$ cat src/rtl/sudoku_ctrl.sv
`default_nettype none
// ============================================================================
//  Module   : sudoku_ctrl
//  Purpose  : Game-control stage in front of the Sudoku datapath. Sequences
//             user button presses into one-hot command flags with a
//             registered operand, latches per-game random seeds from a
//             free-running LFSR and tracks the won condition.
//  Revision : 1.0  initial release
// ============================================================================
module sudoku_ctrl #(
    parameter int          FLAG_CYCLES = 2,        // flag high time, 1..7
    parameter logic [11:0] LFSR_SEED   = 12'hACE   // nonzero reset value
) (
    input  logic       clka,
    input  logic       restart,
    input  logic       btn_new_game,
    input  logic       btn_enter,
    input  logic [1:0] user_data,
    input  logic       solved,
    output logic       new_game,
    output logic       set_board_flag,
    output logic       set_diff_flag,
    output logic       row_flag,
    output logic       col_flag,
    output logic       val_flag,
    output logic       check_flag,
    output logic [1:0] diff_cell_val,
    output logic [3:0] rand_setup,
    output logic [3:0] rand_A,
    output logic [3:0] rand_B,
    output logic       game_won
);

    localparam logic [3:0] c_S_IDLE   = 4'd0;
    localparam logic [3:0] c_S_NEW    = 4'd1;
    localparam logic [3:0] c_S_BOARD  = 4'd2;
    localparam logic [3:0] c_S_DIFF_W = 4'd3;
    localparam logic [3:0] c_S_DIFF_F = 4'd4;
    localparam logic [3:0] c_S_ROW_W  = 4'd5;
    localparam logic [3:0] c_S_ROW_F  = 4'd6;
    localparam logic [3:0] c_S_COL_W  = 4'd7;
    localparam logic [3:0] c_S_COL_F  = 4'd8;
    localparam logic [3:0] c_S_VAL_W  = 4'd9;
    localparam logic [3:0] c_S_VAL_F  = 4'd10;
    localparam logic [3:0] c_S_CHECK  = 4'd11;
    localparam logic [3:0] c_S_WON    = 4'd12;

    // Counter value on the last cycle of a flag window
    localparam logic [2:0] c_CNT_LAST = 3'(FLAG_CYCLES - 1);

    logic [3:0]  r_state;
    logic [3:0]  w_state_nxt;
    logic [2:0]  r_cnt;
    logic [2:0]  w_cnt_nxt;
    logic        w_load_op;
    logic        w_in_flag;
    logic        w_flag_done;
    logic [11:0] r_lfsr;

    logic w_new_game;
    logic w_set_board;
    logic w_set_diff;
    logic w_row;
    logic w_col;
    logic w_val;
    logic w_check;
    logic w_won;

    // State and flag-width counter registers
    always_ff @(posedge clka or posedge restart) begin
        if (restart) begin
            r_state <= c_S_IDLE;
            r_cnt   <= '0;
        end else begin
            r_state <= w_state_nxt;
            r_cnt   <= w_cnt_nxt;
        end
    end

    // Free-running seed generator, x^12+x^6+x^4+x+1 (never leaves nonzero set)
    always_ff @(posedge clka or posedge restart) begin
        if (restart) begin
            r_lfsr <= LFSR_SEED;
        end else begin
            r_lfsr <= {r_lfsr[10:0], r_lfsr[11] ^ r_lfsr[5] ^ r_lfsr[3] ^ r_lfsr[0]};
        end
    end

    // Next-state, operand-load and counter logic; new game overrides everything
    always_comb begin
        w_state_nxt = r_state;
        w_load_op   = 1'b0;
        w_in_flag   = (r_state == c_S_BOARD)  || (r_state == c_S_DIFF_F) ||
                      (r_state == c_S_ROW_F)  || (r_state == c_S_COL_F)  ||
                      (r_state == c_S_VAL_F);
        w_flag_done = (r_cnt == c_CNT_LAST);

        if (btn_new_game) begin
            w_state_nxt = c_S_NEW;
        end else begin
            case (r_state)
                c_S_IDLE:   w_state_nxt = c_S_IDLE;
                c_S_NEW:    w_state_nxt = c_S_BOARD;
                c_S_BOARD:  if (w_flag_done) w_state_nxt = c_S_DIFF_W;
                c_S_DIFF_W: if (btn_enter) begin
                                w_state_nxt = c_S_DIFF_F;
                                w_load_op   = 1'b1;
                            end
                c_S_DIFF_F: if (w_flag_done) w_state_nxt = c_S_ROW_W;
                c_S_ROW_W:  if (btn_enter) begin
                                w_state_nxt = c_S_ROW_F;
                                w_load_op   = 1'b1;
                            end
                c_S_ROW_F:  if (w_flag_done) w_state_nxt = c_S_COL_W;
                c_S_COL_W:  if (btn_enter) begin
                                w_state_nxt = c_S_COL_F;
                                w_load_op   = 1'b1;
                            end
                c_S_COL_F:  if (w_flag_done) w_state_nxt = c_S_VAL_W;
                c_S_VAL_W:  if (btn_enter) begin
                                w_state_nxt = c_S_VAL_F;
                                w_load_op   = 1'b1;
                            end
                c_S_VAL_F:  if (w_flag_done) w_state_nxt = c_S_CHECK;
                // Last check_flag cycle: the datapath verdict is valid here
                c_S_CHECK:  w_state_nxt = solved ? c_S_WON : c_S_ROW_W;
                c_S_WON:    w_state_nxt = c_S_WON;
                default:    w_state_nxt = c_S_IDLE;
            endcase
        end

        // Counter restarts on every state change, counts only inside flag windows
        w_cnt_nxt = '0;
        if ((w_state_nxt == r_state) && w_in_flag) begin
            w_cnt_nxt = r_cnt + 3'd1;
        end
    end

    // Output decode from the upcoming state so registered outputs track the state
    always_comb begin
        w_new_game  = (w_state_nxt == c_S_NEW);
        w_set_board = (w_state_nxt == c_S_BOARD);
        w_set_diff  = (w_state_nxt == c_S_DIFF_F);
        w_row       = (w_state_nxt == c_S_ROW_F);
        w_col       = (w_state_nxt == c_S_COL_F);
        w_val       = (w_state_nxt == c_S_VAL_F);
        w_check     = (w_state_nxt == c_S_VAL_F) || (w_state_nxt == c_S_CHECK);
        w_won       = (w_state_nxt == c_S_WON);
    end

    // Output registers: flags, operand capture and per-game seed latch
    always_ff @(posedge clka or posedge restart) begin
        if (restart) begin
            new_game       <= 1'b0;
            set_board_flag <= 1'b0;
            set_diff_flag  <= 1'b0;
            row_flag       <= 1'b0;
            col_flag       <= 1'b0;
            val_flag       <= 1'b0;
            check_flag     <= 1'b0;
            game_won       <= 1'b0;
            diff_cell_val  <= 2'b00;
            rand_setup     <= 4'h0;
            rand_A         <= 4'h0;
            rand_B         <= 4'h0;
        end else begin
            new_game       <= w_new_game;
            set_board_flag <= w_set_board;
            set_diff_flag  <= w_set_diff;
            row_flag       <= w_row;
            col_flag       <= w_col;
            val_flag       <= w_val;
            check_flag     <= w_check;
            game_won       <= w_won;
            if (w_load_op) begin
                diff_cell_val <= user_data;
            end
            // Seeds are the LFSR value seen during the NEW cycle
            if (r_state == c_S_NEW) begin
                rand_setup <= r_lfsr[11:8];
                rand_A     <= r_lfsr[7:4];
                rand_B     <= r_lfsr[3:0];
            end
        end
    end

endmodule
`default_nettype wire

$ cat config.mk
export PLATFORM = sky130hd
export DESIGN_NAME = sudoku_ctrl
export DESIGN_NICKNAME = d
export VERILOG_FILES = /design/src/rtl/sudoku_ctrl.sv
export SDC_FILE = /design/constraint.sdc
export NUM_CORES = 1
export LEC_CHECK = 0
export CAP_MARGIN = 20
export CELL_PAD_IN_SITES_DETAIL_PLACEMENT = 2
export CELL_PAD_IN_SITES_GLOBAL_PLACEMENT = 2
export CORE_MARGIN = 10
export CORE_UTILIZATION = 30
export CTS_BUF_LIST = sky130_fd_sc_hd__clkbuf_4 sky130_fd_sc_hd__clkbuf_8
export DETAILED_ROUTE_END_ITERATION = 7
export GPL_TIMING_DRIVEN = 1
export HOLD_SLACK_MARGIN = 0.05
export PLACE_DENSITY = 0.7
export RECOVER_POWER = 50
export SLEW_MARGIN = 20
export SYNTH_ARGS = -nofsm -noshare
export SYNTH_HDL_FRONTEND = slang
export SYNTH_SLANG_ARGS = --single-unit
$ cat constraint.sdc
create_clock -name clka -period 2.2 [get_ports clka]
set_clock_uncertainty 0.1 [all_clocks]
set_input_delay 0.44 -clock clka [delete_from_list [all_inputs] [get_ports clka]]
set_output_delay 0.44 -clock clka [all_outputs]
set_load 0.03 [all_outputs]
==> metrics <==
Reg2Reg Capture Point rand_A[3]; Critical Path End col_flag; final instance area 2170 um^2; post-cts gate resize count 0; number of distinct library cells after synthesis 38; Yosys warning total 0; Synth-to-Final Area Change 32.6%; top flip-flop cell by instance count after synthesis dfrtp_1; number of max-cap violations 0; maximum vdd drop 0.332 mV; worst slew margin relative to its limit 36.4%; outcome completed; # IOs 29; sum of negative setup slack 0 ns; startpoint kind of the worst setup timing path input pin; largest net degree at the start of global routing 42; DR vias/cell 4.60; power density cells 754 nW/um^2; Layout Cells excl Fill 234; placed insts 226; number of levels the H-tree was split into 2; gp weighted congestion 0.758; crit path setup slack, layout 0.174 ns; DRT Pass-1 Iters 4; TritonCTS clock tree built; Worst EP arrival 2.12 ns; via total after detailed routing 1,077; Antenna Nets Post-Route 0; total clock buffers created by CTS 5; maximum clock frequency 494 MHz; slew at the pin with the worst max-slew slack 0.954 ns; hold-fix buffers at CTS 0; register area share after synthesis 63.2%; Final Total Pwr 1.64 mW; count of final hold-check violations 0; horizontal extent of the die 93.9 um; area after detailed placement 2060 um^2; Setup Viol. Count Final 0; ratio of final minimum period to clock period 92.1%; deepest clock path buffer count 2; CP endpoint kind flip-flop; depth of the worst register-to-register path 4; EDFF count, synth 0; instance count of the mapped netlist 123; final critical delay including setup and external delays 2.03 ns; full die area 8810 um^2; path category of the worst min-delay check flip-flop to flip-flop; routed wire length 3960 um; tightest hold margin 0.269 ns; R2R Setup Slk 0.25 ns; antenna cells 0; max-slew violations 0; # port buffers 28; clock net sink count 41; vertical die dimension 93.9 um; setup slack at placement -0.128 ns; Placeable Area 5200 um^2; register bit count reported by yosys 41; Post-CTS Setup Bufs 0; CTS root buf clkbuf_8; Cell Area, Synth 1640 um^2; Routed WL per cell 16.9 um; reg-to-reg critical path startpoint r_state[2]; Net Count, Synth 132; global-route wire length before repair 6560 um; Post-DP HPWL 3040 um; synthesized area per cell 13.3 um^2; proportion of layout cells with a drive suffix above 1 23.8%; drt first-iter violations 72; required time worst endpoint 2.29 ns; initial antenna violation count 0; Overall Global Routing Usage 9.51%; type of the worst setup path input pin to flip-flop; via count of the first global-routing pass 1,240; final routed DRC violation total 0; clk_lat worst skew 0.29 ns; number of placement rows 26; global route overflow 0; share of the core filled with cells in the final layout 41.7%; setup repair after global routing missed its margin false; proportion of synthesized flip-flops having asynchronous set or reset 100%; clk slew on worst S/H paths 0.08 ns; starting utilization of the core area 31.4%; leakage power total 0.953 nW; launch point of the critical path btn_enter; critical path fanouts, max 4; # nets final 172
==> cell usage after synthesis (3+ instances only) <==
cell      instances  area (um^2)
nand3b_1          3         22.5
dfstp_2           7          184
dfrtp_1          34          851
xnor2_1           3         26.3
nand2_1           5         18.8
nor3b_1           3         22.5
a21oi_1           4         20.0
inv_1             3         11.3
mux2_2           12          135
o21ai_0           4         20.0
nor2_1            5         18.8
buf_2             4         20.0
==> cells by family (layout without fill, tap and decap cells) <==
family	Yosys count	after routing	synth area share, %
buf+inv	10	51	2.83
fa+ha+maj	2	2	1.53
xor+xnor	5	5	2.68
compound gates	15	15	5.89
mux	14	14	9.63
flops	41	41	63.2
simple gates	36	36	14.2
==> layer usage <==
metal	part of all wire (%)	vias to the layer above	track usage [%]
li1	-	509	-
met1	41	537	10.4
met2	53	23	16.5
met3	3.2	8	2.72
met4	2.4	0	4.56
met5	0	-	0
==> where the power goes <==
| part | internal [mW] | leakage, nW | switching (mW) |
|---|---|---|---|
| registers | 0.777 | 0.537 | 0.0237 |
| clock network | 0.369 | 0.0574 | 0.249 |
| logic | 0.0943 | 0.359 | 0.122 |
==> sequential cells by signal, indices dropped and copies added, names as in the netlist, 2 cells and up <==
| register | cells |
|---|---|
| rand_setup | 4 |
| r_lfsr | 12 |
| rand_B | 4 |
| diff_cell_val | 2 |
| r_cnt | 3 |
| r_state | 4 |
| rand_A | 4 |
==> cell type report <==
type	count	area (um^2)
clock buffer	6	82.6
clock inverter	2	37.5
fill	536	3040
inverter	4	15.0
multi-input combinational	72	556
sequential	41	1030
tap	70	87.6
timing repair buffer	39	357
==> worst max-delay path, stage by stage <==
cell and delay (ns):
clkdlybuf4s50_1 0.55, nand3_2 0.10, or3_1 0.34, a311o_1 0.43, nor4_2 0.25
==> layout by cell type (no fill, tap or decap), types with 2 or more instances in the layout <==
cell type	synthesis	final
a21oi_1	4	4
and2_1	2	2
buf_4	1	9
clkbuf_8	0	6
clkdlybuf4s50_1	0	27
dfrtp_1	34	34
dfstp_1	0	3
dfstp_2	7	4
ha_1	2	2
inv_1	3	3
mux2_1	2	2
mux2_2	12	12
nand2_1	5	5
nand2b_1	2	2
nand3_1	2	2
nand3b_1	3	3
nor2_1	5	5
nor3_1	2	2
nor3b_1	3	3
nor4b_1	2	2
o2111ai_1	2	2
o211ai_1	2	2
o21ai_0	4	4
xnor2_1	3	3
xor2_1	2	2
==> worst min path at each step <==
| stage | startpoint | to | slack (ns) | cells after the start |
|---|---|---|---|---|
| 2_1_floorplan | r_lfsr[4] | r_lfsr[5] | 0.25 | 0 |
| 3_3_place_gp | r_lfsr[6] | r_lfsr[7] | 0.25 | 0 |
| 3_5_place_dp | r_lfsr[2] | r_lfsr[3] | 0.26 | 0 |
| 4_1_cts | r_lfsr[2] | r_lfsr[3] | 0.27 | 0 |
| 5_1_grt | r_lfsr[1] | r_lfsr[2] | 0.28 | 0 |
| 6_report | r_lfsr[1] | r_lfsr[2] | 0.27 | 0 |
Note: power is estimated with default switching activity, not from simulation.
